==> src/rtl/pe_mac_param.sv <==
// Systolic-array processing element: operand FIFOs feeding a signed MAC, with
// east/south operand forwarding and a re-timed start for chaining neighbours.

module pe_mac_fifo #(
  parameter int DW     = 16,
  parameter int FDEPTH = 4
) (
  input  logic          clk,
  input  logic          rst_n,
  input  logic          i_we,
  input  logic          i_pop,
  input  logic [DW-1:0] i_wdata,
  output logic [DW-1:0] o_rdata,
  output logic          o_full,
  output logic          o_empty,
  output logic          o_drop
);
  localparam int PW = (FDEPTH > 1) ? $clog2(FDEPTH) : 1;

  logic [DW-1:0] r_mem [FDEPTH];
  logic [PW-1:0] r_wp;
  logic [PW-1:0] r_rp;
  logic [PW:0]   r_cnt;
  logic          w_wr;

  assign o_full  = (r_cnt == (PW+1)'(FDEPTH));
  assign o_empty = (r_cnt == '0);
  // A pop in the same cycle frees a slot, so a write into a full FIFO is legal then.
  assign w_wr    = i_we && (!o_full || i_pop);
  assign o_drop  = i_we && o_full && !i_pop;
  assign o_rdata = r_mem[r_rp];

  always_ff @(posedge clk or negedge rst_n) begin
    if (!rst_n) begin
      r_wp  <= '0;
      r_rp  <= '0;
      r_cnt <= '0;
    end else begin
      if (w_wr)  r_wp <= r_wp + 1'b1;
      if (i_pop) r_rp <= r_rp + 1'b1;
      case ({w_wr, i_pop})
        2'b10:   r_cnt <= r_cnt + 1'b1;
        2'b01:   r_cnt <= r_cnt - 1'b1;
        default: r_cnt <= r_cnt;
      endcase
    end
  end

  always_ff @(posedge clk) begin
    if (w_wr) r_mem[r_wp] <= i_wdata;
  end
endmodule

module pe_mac_param #(
  parameter int DW     = 16,
  parameter int ACC_W  = 40,
  parameter int FDEPTH = 4,
  parameter int CNT_W  = 8,
  parameter int FRAC   = 0
) (
  input  logic             clk,
  input  logic             rst_n,
  input  logic             start,
  input  logic [CNT_W-1:0] max_cntr,
  input  logic             mode_sat,
  input  logic [DW-1:0]    a_in,
  input  logic             awe,
  input  logic [DW-1:0]    b_in,
  input  logic             bwe,
  output logic             aff,
  output logic             bff,
  output logic             aerr,
  output logic             berr,
  output logic [DW-1:0]    a_out,
  output logic             a_ov,
  output logic [DW-1:0]    b_out,
  output logic             b_ov,
  output logic             start_next,
  output logic             busy,
  output logic [DW-1:0]    s_out,
  output logic             se,
  output logic             sat
);
  typedef enum logic [1:0] {IDLE, RUN, DONE} state_t;

  localparam logic signed [ACC_W-1:0] L_MAX = {{(ACC_W-DW+1){1'b0}}, {(DW-1){1'b1}}};
  localparam logic signed [ACC_W-1:0] L_MIN = {{(ACC_W-DW+1){1'b1}}, {(DW-1){1'b0}}};

  state_t                   r_state, w_state_nxt;
  logic                     w_accept;
  logic                     w_pop;
  logic [DW-1:0]            w_ard, w_brd;
  logic                     w_aempty, w_bempty, w_adrop, w_bdrop;
  logic signed [DW-1:0]     w_a, w_b;
  logic signed [2*DW-1:0]   w_prod;
  logic signed [ACC_W-1:0]  r_acc;
  logic [CNT_W-1:0]         r_cnt;
  logic                     r_mode;
  logic                     r_aerr, r_berr;
  logic [DW-1:0]            r_a_out, r_b_out, r_s_out;
  logic                     r_a_ov, r_b_ov, r_start_next, r_se, r_sat;
  logic [DW:0]              w_result;

  // Floor-shift the accumulator, then clamp (mode 1) or truncate (mode 0).
  // Returns {clamped, value}.
  function automatic logic [DW:0] f_round_sat(input logic signed [ACC_W-1:0] acc,
                                              input logic ms);
    logic signed [ACC_W-1:0] r;
    r = acc >>> FRAC;
    if (ms && (r > L_MAX))      return {1'b1, L_MAX[DW-1:0]};
    else if (ms && (r < L_MIN)) return {1'b1, L_MIN[DW-1:0]};
    else                        return {1'b0, r[DW-1:0]};
  endfunction

  pe_mac_fifo #(.DW(DW), .FDEPTH(FDEPTH)) u_afifo (
    .clk(clk), .rst_n(rst_n), .i_we(awe), .i_pop(w_pop), .i_wdata(a_in),
    .o_rdata(w_ard), .o_full(aff), .o_empty(w_aempty), .o_drop(w_adrop)
  );

  pe_mac_fifo #(.DW(DW), .FDEPTH(FDEPTH)) u_bfifo (
    .clk(clk), .rst_n(rst_n), .i_we(bwe), .i_pop(w_pop), .i_wdata(b_in),
    .o_rdata(w_brd), .o_full(bff), .o_empty(w_bempty), .o_drop(w_bdrop)
  );

  assign w_pop    = (r_state == RUN) && !w_aempty && !w_bempty;
  assign w_a      = w_ard;
  assign w_b      = w_brd;
  assign w_prod   = w_a * w_b;
  assign w_result = f_round_sat(r_acc, r_mode);

  always_comb begin
    w_state_nxt = r_state;
    w_accept    = 1'b0;
    case (r_state)
      IDLE: if (start) begin
        w_accept    = 1'b1;
        w_state_nxt = (max_cntr == '0) ? DONE : RUN;
      end
      RUN:  if (w_pop && (r_cnt == CNT_W'(1))) w_state_nxt = DONE;
      DONE: w_state_nxt = IDLE;
      default: w_state_nxt = IDLE;
    endcase
  end

  always_ff @(posedge clk or negedge rst_n) begin
    if (!rst_n) begin
      r_state      <= IDLE;
      r_acc        <= '0;
      r_cnt        <= '0;
      r_mode       <= 1'b0;
      r_aerr       <= 1'b0;
      r_berr       <= 1'b0;
      r_a_out      <= '0;
      r_b_out      <= '0;
      r_a_ov       <= 1'b0;
      r_b_ov       <= 1'b0;
      r_start_next <= 1'b0;
      r_s_out      <= '0;
      r_se         <= 1'b0;
      r_sat        <= 1'b0;
    end else begin
      r_state      <= w_state_nxt;
      r_start_next <= w_accept;
      r_a_ov       <= w_pop;
      r_b_ov       <= w_pop;
      r_aerr       <= (r_aerr && !w_accept) || w_adrop;
      r_berr       <= (r_berr && !w_accept) || w_bdrop;
      r_se         <= (r_state == DONE);
      if (w_pop) begin
        r_a_out <= w_ard;
        r_b_out <= w_brd;
        r_acc   <= r_acc + ACC_W'(w_prod);
        r_cnt   <= r_cnt - 1'b1;
      end
      if (w_accept) begin
        r_acc  <= '0;
        r_cnt  <= max_cntr;
        r_mode <= mode_sat;
      end
      if (r_state == DONE) begin
        r_sat   <= w_result[DW];
        r_s_out <= w_result[DW-1:0];
      end
    end
  end

  assign busy       = (r_state != IDLE);
  assign aerr       = r_aerr;
  assign berr       = r_berr;
  assign a_out      = r_a_out;
  assign b_out      = r_b_out;
  assign a_ov       = r_a_ov;
  assign b_ov       = r_b_ov;
  assign start_next = r_start_next;
  assign s_out      = r_s_out;
  assign se         = r_se;
  assign sat        = r_sat;
endmodule

==> config.mk <==
export PLATFORM = sky130hd
export DESIGN_NAME = pe_mac_param
export DESIGN_NICKNAME = d
export VERILOG_FILES = /design/src/rtl/pe_mac_param.sv
export SDC_FILE = /design/constraint.sdc
export NUM_CORES = 1
export LEC_CHECK = 0
export BUFFER_PORTS_ARGS = -buffer_cell sky130_fd_sc_hd__buf_2
export CORE_ASPECT_RATIO = 1.1
export CORE_UTILIZATION = 64
export CTS_CLUSTER_DIAMETER = 80
export DETAILED_ROUTE_END_ITERATION = 10
export HOLD_SLACK_MARGIN = 0.02
export PLACE_DENSITY_LB_ADDON = 0.15
export SYNTH_ARGS = -nofsm -noshare
export SYNTH_HDL_FRONTEND = slang
export SYNTH_SLANG_ARGS = --single-unit
==> constraint.sdc <==
create_clock -name clk -period 10.5 [get_ports clk]
set_input_delay 2.1 -clock clk [delete_from_list [all_inputs] [get_ports clk]]
set_output_delay 2.1 -clock clk [all_outputs]
set_load 0.02 [all_outputs]
==> metrics.md, run 1 <==
| Metric | Value |
|---|---|
| First-pass GRT wire length | `86,730 microns` |
| Arr. time, crit path | `8970 ps` |
| Worst Skew | `25.10 ps` |
| ANT cells | `0` |
| Number of port buffers | `103` |
| Register area share after synthesis | `30.82%` |
| Post-synth EDFFs | `128` |
| Post-DR wirelength/cell | `19.85 microns` |
| Hold Path Class | `reg -> reg` |
| #FFs+latches synth | `247` |
| CTS Root Cell | `clkbuf_16` |
| Total number of vias | `15,580` |
| Clock sink count | `247` |
| R2r startpoint | `u_afifo.r_rp[1]$_DFFE_PN0P_` |
| Die area | `35,330 sq um` |
| Max Cap Viol | `0` |
| CP max stage cell | `o21ai_0` |
| Worst EP required | `10,920 ps` |
| CP max FO | `21` |
| Hold Violations, Final | `0` |
| Status | `finished, violations left` |
| Num CTS Buffers | `27` |
| Tot GR Track Use | `32.54%` |
| Ys async rst share | `48.18%` |
| Final GP Congestion | `0.9217` |
| Grt total ovfl | `0` |
| Most used flip-flop cell after synthesis | `edfxtp_1` |
| Mapped Avg Cell Area | `10.38 sq um` |
| Clk_lat worst skew | `580 ps` |
| # hold bufs at CTS | `0` |
| P&R area growth vs syn | `8.943%` |
| Layout Nets | `2,720` |
| Vias per cell | `5.821` |
| Cell variety after synth | `71` |
| Core Area | `34,110 sq um` |
| Largest net degree at the start of global routing | `87` |
| Site Rows | `71` |
| Hold path depth | `2` |
| Post-Route Setup TNS | `0 ps` |
| Commonest non-fill, non-tap cell in the layout | `inv_1` |
| Starting Density | `64.88%` |
| Initial drt markers | `1,118` |
| CP max stage delay | `1090 ps` |
| Synth warnings | `0` |
| Fmax | `0.1169 GHz` |
| Die width | `179.3 microns` |
| Instance area after placement | `23,110 sq um` |
| Post-Syn Nets | `2,636` |
| Die H | `197.0 microns` |
| DRC Markers | `8` |
| Startpoint types | `register` |
| Clock transition at the registers of the reported paths | `60 ps` |
| Filler cell count | `2,588` |
| ANT nets after route | `0` |
| Vias in the first global route | `16,690` |
| CTS tree | `done` |
| Crit path cell chain | `buf_4, mux2_2, o21ai_0, nor2_1, fa_1, fa_1, inv_1, fa_1, inv_1, fa_1, fa_1, inv_1, fa_1, inv_1, ha_1, a21oi_2, o211ai_2, or3_4, nor4_4, o21ba_4, a21oi_1, a2111oi_0, o41ai_1` |
| Fin util | `70.69%` |
| Commonest cells after routing, fill and taps aside | `435 x inv_1, 332 x fa_1, 268 x nand2_1, 140 x nor2_1, 128 x edfxtp_1` |
| DRT Pass-1 Iters | `8` |
| Slew Limit Headroom | `4.408%` |
| # setup viols final | `0` |
| Period utilisation layout | `81.49%` |
| Antenna violations before repair | `0` |
| RSZ-0062 raised after global routing | `false` |
| Worst Setup SP | `u_afifo.r_rp[1]$_DFFE_PN0P_` |
| R2R cell count | `23` |
| Hold path startpoint | `b_out[12]$_DFFE_PN0P_` |
| Critical setup path kind | `reg -> reg` |
| Min Hold Slack | `471.3 ps` |
| Post-Synthesis Cells | `2,133` |
| Max Slew Vio Count | `0` |
| Reg-to-reg slack, setup | `1940 ps` |
| Fin area | `24,110 sq um` |
| Post-CTS setup repair buffer count | `0` |
| Failing checks | `design-rule violations` |
| CP most frequent cell | `fa_1` |
| Final HPWL DP | `40,800 microns` |
| Min cycle time layout | `8556 ps` |
| Post-CTS sizing | `0` |
| Routed wire length | `53,130 microns` |
| # IOs | `104` |
| Mapped cell area | `22,130 sq um` |
| CP endpoint kind | `register` |
| Share of cells above drive strength 1 | `10.23%` |
| Htree depth | `1` |
| Worst Max-Slew Pin Slew | `1419 ps` |
| Clk buf depth | `3` |
-- metrics by stage --
step	setup slack, ps	std cells
floorplan	3149	2133
detailed placement	2026	2626
global route	1646	2676
global placement	2093	2626
finish	1944	2676
CTS	2023	2676
-- Yosys cell counts (26+ instances only) --
library cell / number / area, sq um
o21a_1: 27 / 202.7
mux2i_1: 26 / 260.3
ha_1: 125 / 1564
clkbuf_1: 58 / 217.7
o21ai_0: 98 / 490.5
nand2_1: 268 / 1006
nor2_1: 140 / 525.5
dfrtp_1: 119 / 2978
inv_1: 435 / 1633
edfxtp_1: 128 / 3844
nand3_1: 48 / 240.2
fa_1: 332 / 6646
a21oi_1: 48 / 240.2
mux2_2: 26 / 292.8
xnor2_1: 27 / 236.5
-- path summary, 6_finish.rpt --
kind / end
min in group asynchronous: r_acc[7]$_DFFE_PN0P_
max reg2reg: r_acc[37]$_DFFE_PN0P_
max: r_acc[37]$_DFFE_PN0P_
min reg2reg: b_out[12]$_DFFE_PN0P_
max in group asynchronous: u_afifo.r_cnt[1]$_DFFE_PN0P_
min: b_out[12]$_DFFE_PN0P_
-- registers in the layout (all words and copies together), names as in the netlist, 3 cells and up --
signal         count
u_afifo.r_mem     64
u_bfifo.r_mem     64
r_acc             40
a_out             16
b_out             16
s_out             16
r_cnt              8
u_afifo.r_cnt      3
u_bfifo.r_cnt      3
-- critical path: cells and delay by family, from the launching register on --
kind                     cells  cell delay, ps
AO/OA/AOI/OAI                7            2370
AND/OR/NAND/NOR              3             860
multiplexers                 1             390
buffers and inverters        5             610
adder cells (fa/ha/maj)      7            3530
flip-flops                   1             610
-- kinds of logic (layout without fill, tap and decap cells) --
logic type	count (synthesis)	in the layout	synth area share [%]
XOR/XNOR	40	40	1.583
adder cells (fa/ha/maj)	457	457	37.09
buffers and inverters	509	614	8.711
multiplexers	60	60	3.313
flip-flops	247	247	30.82
AO/OA/AOI/OAI	269	269	7.632
AND/OR/NAND/NOR	551	551	10.85
-- per-layer routing --
metal | share of wire [%] | GRT usage, % | wire, microns | vias up
met5 | 0 | 0 | 0 | -
met4 | 4.4 | 13.35 | 2344 | 0
met3 | 7.0 | 4.754 | 3720 | 147
met2 | 51 | 55.74 | 26920 | 604
met1 | 38 | 41.38 | 20150 | 7910
li1 | - | - | - | 6916
-- cell type report --
| cell class | instances | area, sq um | share of cell area [%] |
|---|---|---|---|
| Inverter | 436 | 1637 | 6.787 |
| Timing Repair Buffer | 128 | 709.4 | 2.942 |
| Clock inverter | 16 | 250.2 | 1.038 |
| Clock buffer | 34 | 753.2 | 3.124 |
| Sequential cell | 247 | 6822 | 28.29 |
| Multi-Input combinational cell | 1377 | 13390 | 55.55 |
| Tap cell | 438 | 548.0 | 2.273 |
Power of run 1 is not shown: default switching activity piles up to over one toggle a cycle in this logic, so the estimate is an artifact.
==> inputs of run 2 (changes only) <==
--- a/config.mk
+++ b/config.mk
@@ -7,7 +7,7 @@
 export LEC_CHECK = 0
 export BUFFER_PORTS_ARGS = -buffer_cell sky130_fd_sc_hd__buf_2
 export CORE_ASPECT_RATIO = 1.1
-export CORE_UTILIZATION = 64
+export CORE_UTILIZATION = 58
 export CTS_CLUSTER_DIAMETER = 80
 export DETAILED_ROUTE_END_ITERATION = 10
 export HOLD_SLACK_MARGIN = 0.02
==> constraint.sdc (replaced) <==
create_clock -name clk -period 7.2 [get_ports clk]
set_input_delay 1.44 -clock clk [delete_from_list [all_inputs] [get_ports clk]]
set_output_delay 1.44 -clock clk [all_outputs]
set_load 0.02 [all_outputs]
==> run 2 against run 1 <==
Compared with the run above:
- the run now ends clean
- final cell count rose by 6.0%
- first-iteration DRC count increased by 6.8%
- core utilization fell by 3.1 points
- fmax is 23% higher
- flip-flop and latch count unchanged
- setup slack got worse by 1700 ps
==> metrics.md, run 2 (synthesis gave the netlist of run 1 again) <==
| Metric | Value |
|---|---|
| Status | `completed (was finished, violations left)` |
| DRT Pass-1 Iters | `5 (was 8)` |
| P&R area growth vs syn | `14.26% (was 8.943%)` |
| Core Area | `37,410 sq um (was 34,110 sq um)` |
| Largest net degree at the start of global routing | `84 (was 87)` |
| Clk buf depth | `3 (unchanged)` |
| Fin util | `67.61% (was 70.69%)` |
| Starting Density | `59.17% (was 64.88%)` |
| Clk_lat worst skew | `580 ps (about the same)` |
| # IOs | `104 (unchanged)` |
| Startpoint types | `register (unchanged)` |
| Min Hold Slack | `471.1 ps (was 471.3 ps)` |
| Critical setup path kind | `reg -> reg (unchanged)` |
| Arr. time, crit path | `7430 ps (was 8970 ps)` |
| # hold bufs at CTS | `0 (unchanged)` |
| Num CTS Buffers | `28 (was 27)` |
| Post-DR wirelength/cell | `19.57 microns (was 19.85 microns)` |
| Final HPWL DP | `43,240 microns (was 40,800 microns)` |
| DRC Markers | `0 (was 8)` |
| Vias in the first global route | `16,750 (was 16,690)` |
| Die width | `188.3 microns (was 179.3 microns)` |
| Max Cap Viol | `0 (unchanged)` |
| Clock transition at the registers of the reported paths | `60 ps (about the same)` |
| Die H | `206.9 microns (was 197.0 microns)` |
| Worst slack at placement | `13.56 ps (was 2026 ps)` |
| Slew Limit Headroom | `29.30% (was 4.408%)` |
| Hold Path Class | `reg -> reg (unchanged)` |
| CTS tree | `done (unchanged)` |
| Instance area after placement | `23,750 sq um (was 23,110 sq um)` |
| ANT cells | `0 (unchanged)` |
| Vias per cell | `5.541 (was 5.821)` |
| Tot GR Track Use | `29.99% (was 32.54%)` |
| Share of cells above drive strength 1 | `16.05% (was 10.23%)` |
| First-pass GRT wire length | `88,870 microns (was 86,730 microns)` |
| Initial drt markers | `1,194 (was 1,118)` |
| CP max FO | `10 (was 21)` |
| Htree depth | `1 (unchanged)` |
| Total number of vias | `15,720 (was 15,580)` |
| CTS Root Cell | `clkbuf_16 (unchanged)` |
| Fin area | `25,290 sq um (was 24,110 sq um)` |
| Worst EP required | `7680 ps (was 10,920 ps)` |
| Die area | `38,950 sq um (was 35,330 sq um)` |
| Regs by FF count | `u_afifo.r_mem (64), u_bfifo.r_mem (64), r_acc (40) (unchanged)` |
| Layout Nets | `2,825 (was 2,720)` |
| CP endpoint kind | `register (unchanged)` |
| Hold Violations, Final | `0 (unchanged)` |
| Max Slew Vio Count | `0 (unchanged)` |
| Commonest non-fill, non-tap cell in the layout | `inv_1 (unchanged)` |
| Fmax | `0.1440 GHz (was 0.1169 GHz)` |
| Period utilisation layout | `96.48% (was 81.49%)` |
| Number of port buffers | `103 (unchanged)` |
| Routed wire length | `55,520 microns (was 53,130 microns)` |
| Grt total ovfl | `0 (unchanged)` |
| Min cycle time layout | `6947 ps (was 8556 ps)` |
| Final GP Congestion | `0.9327 (was 0.9217)` |
| Worst Max-Slew Pin Slew | `1056 ps (was 1419 ps)` |
| # setup viols final | `0 (unchanged)` |
| Clock sink count | `247 (unchanged)` |
| Worst Skew | `40.34 ps (was 25.10 ps)` |
| Site Rows | `74 (was 71)` |
| Worst setup margin | `253.4 ps (was 1944 ps)` |
| ANT nets after route | `0 (unchanged)` |
| Antenna violations before repair | `0 (unchanged)` |
| Commonest cells after routing, fill and taps aside | `433 x inv_1, 326 x fa_1, 266 x nand2_1, 139 x nor2_1, 128 x edfxtp_1 (was 435 x inv_1, 332 x fa_1, 268 x nand2_1, 140 x nor2_1, 128 x edfxtp_1)` |
==> run 2: per-stage QoR <==
stage / instances / TNS, ps
floorplan: 2133 / 0
global placement: 2749 / 0
detailed placement: 2749 / 0
CTS: 2812 / 0
global route: 2837 / -86.69
finish: 2837 / 0
==> run 2: final timing paths <==
path | slack (ps) | startpoint | cells after the start | to
max | 250 | u_bfifo.r_rp[0]$_DFFE_PN0P_ | 22 | r_acc[39]$_DFFE_PN0P_
max reg2reg | 250 | u_bfifo.r_rp[0]$_DFFE_PN0P_ | 22 | r_acc[39]$_DFFE_PN0P_
min in group asynchronous | 800 | rst_n | 1 | u_afifo.r_rp[0]$_DFFE_PN0P_
min reg2reg | 470 | b_out[9]$_DFFE_PN0P_ | 2 | b_out[9]$_DFFE_PN0P_
min | 470 | b_out[9]$_DFFE_PN0P_ | 2 | b_out[9]$_DFFE_PN0P_
max in group asynchronous | 4940 | rst_n | 2 | r_acc[26]$_DFFE_PN0P_
==> run 2: worst max-delay path, cell delays in order, from the launching register on <==
cell and delay (ps):
dfrtp_2 440, buf_12 160, mux4_2 620, buf_4 210
nand2_1 90, fa_1 410, inv_1 80, fa_1 440
fa_1 480, fa_1 530, fa_1 530, inv_1 70
fa_1 540, inv_1 40, ha_2 330, a21oi_4 200
o211ai_2 130, or3_4 420, nor4_4 220, o21ba_4 220
a211oi_2 90, or4_1 500, nand3_1 80
==> run 2: layout make-up <==
class	count	area (sq um)
timing repair buffer	231	1647
inverter	436	1644
tap	494	618.1
clock inverter	13	127.6
multi-input combinational	1378	13680
fill	2936	12120
sequential	247	6825
clock buffer	38	748.2
==> run 2: routing by layer <==
metal,wire [microns],global-route usage [%],vias to the layer above
li1,-,-,7155
met1,22380,38.53,7934
met2,28000,52.24,520
met3,3392,4.446,112
met4,1741,10.42,0
met5,0,0,-
==> run 2: timing repair <==
action                     CTS  global route
pin swaps                    2            18
setup endpoints to repair    3            15
gates cloned                 0             3
setup buffers               12            22
gates resized for setup      8            76
Power of run 2 is left out for the same reason.
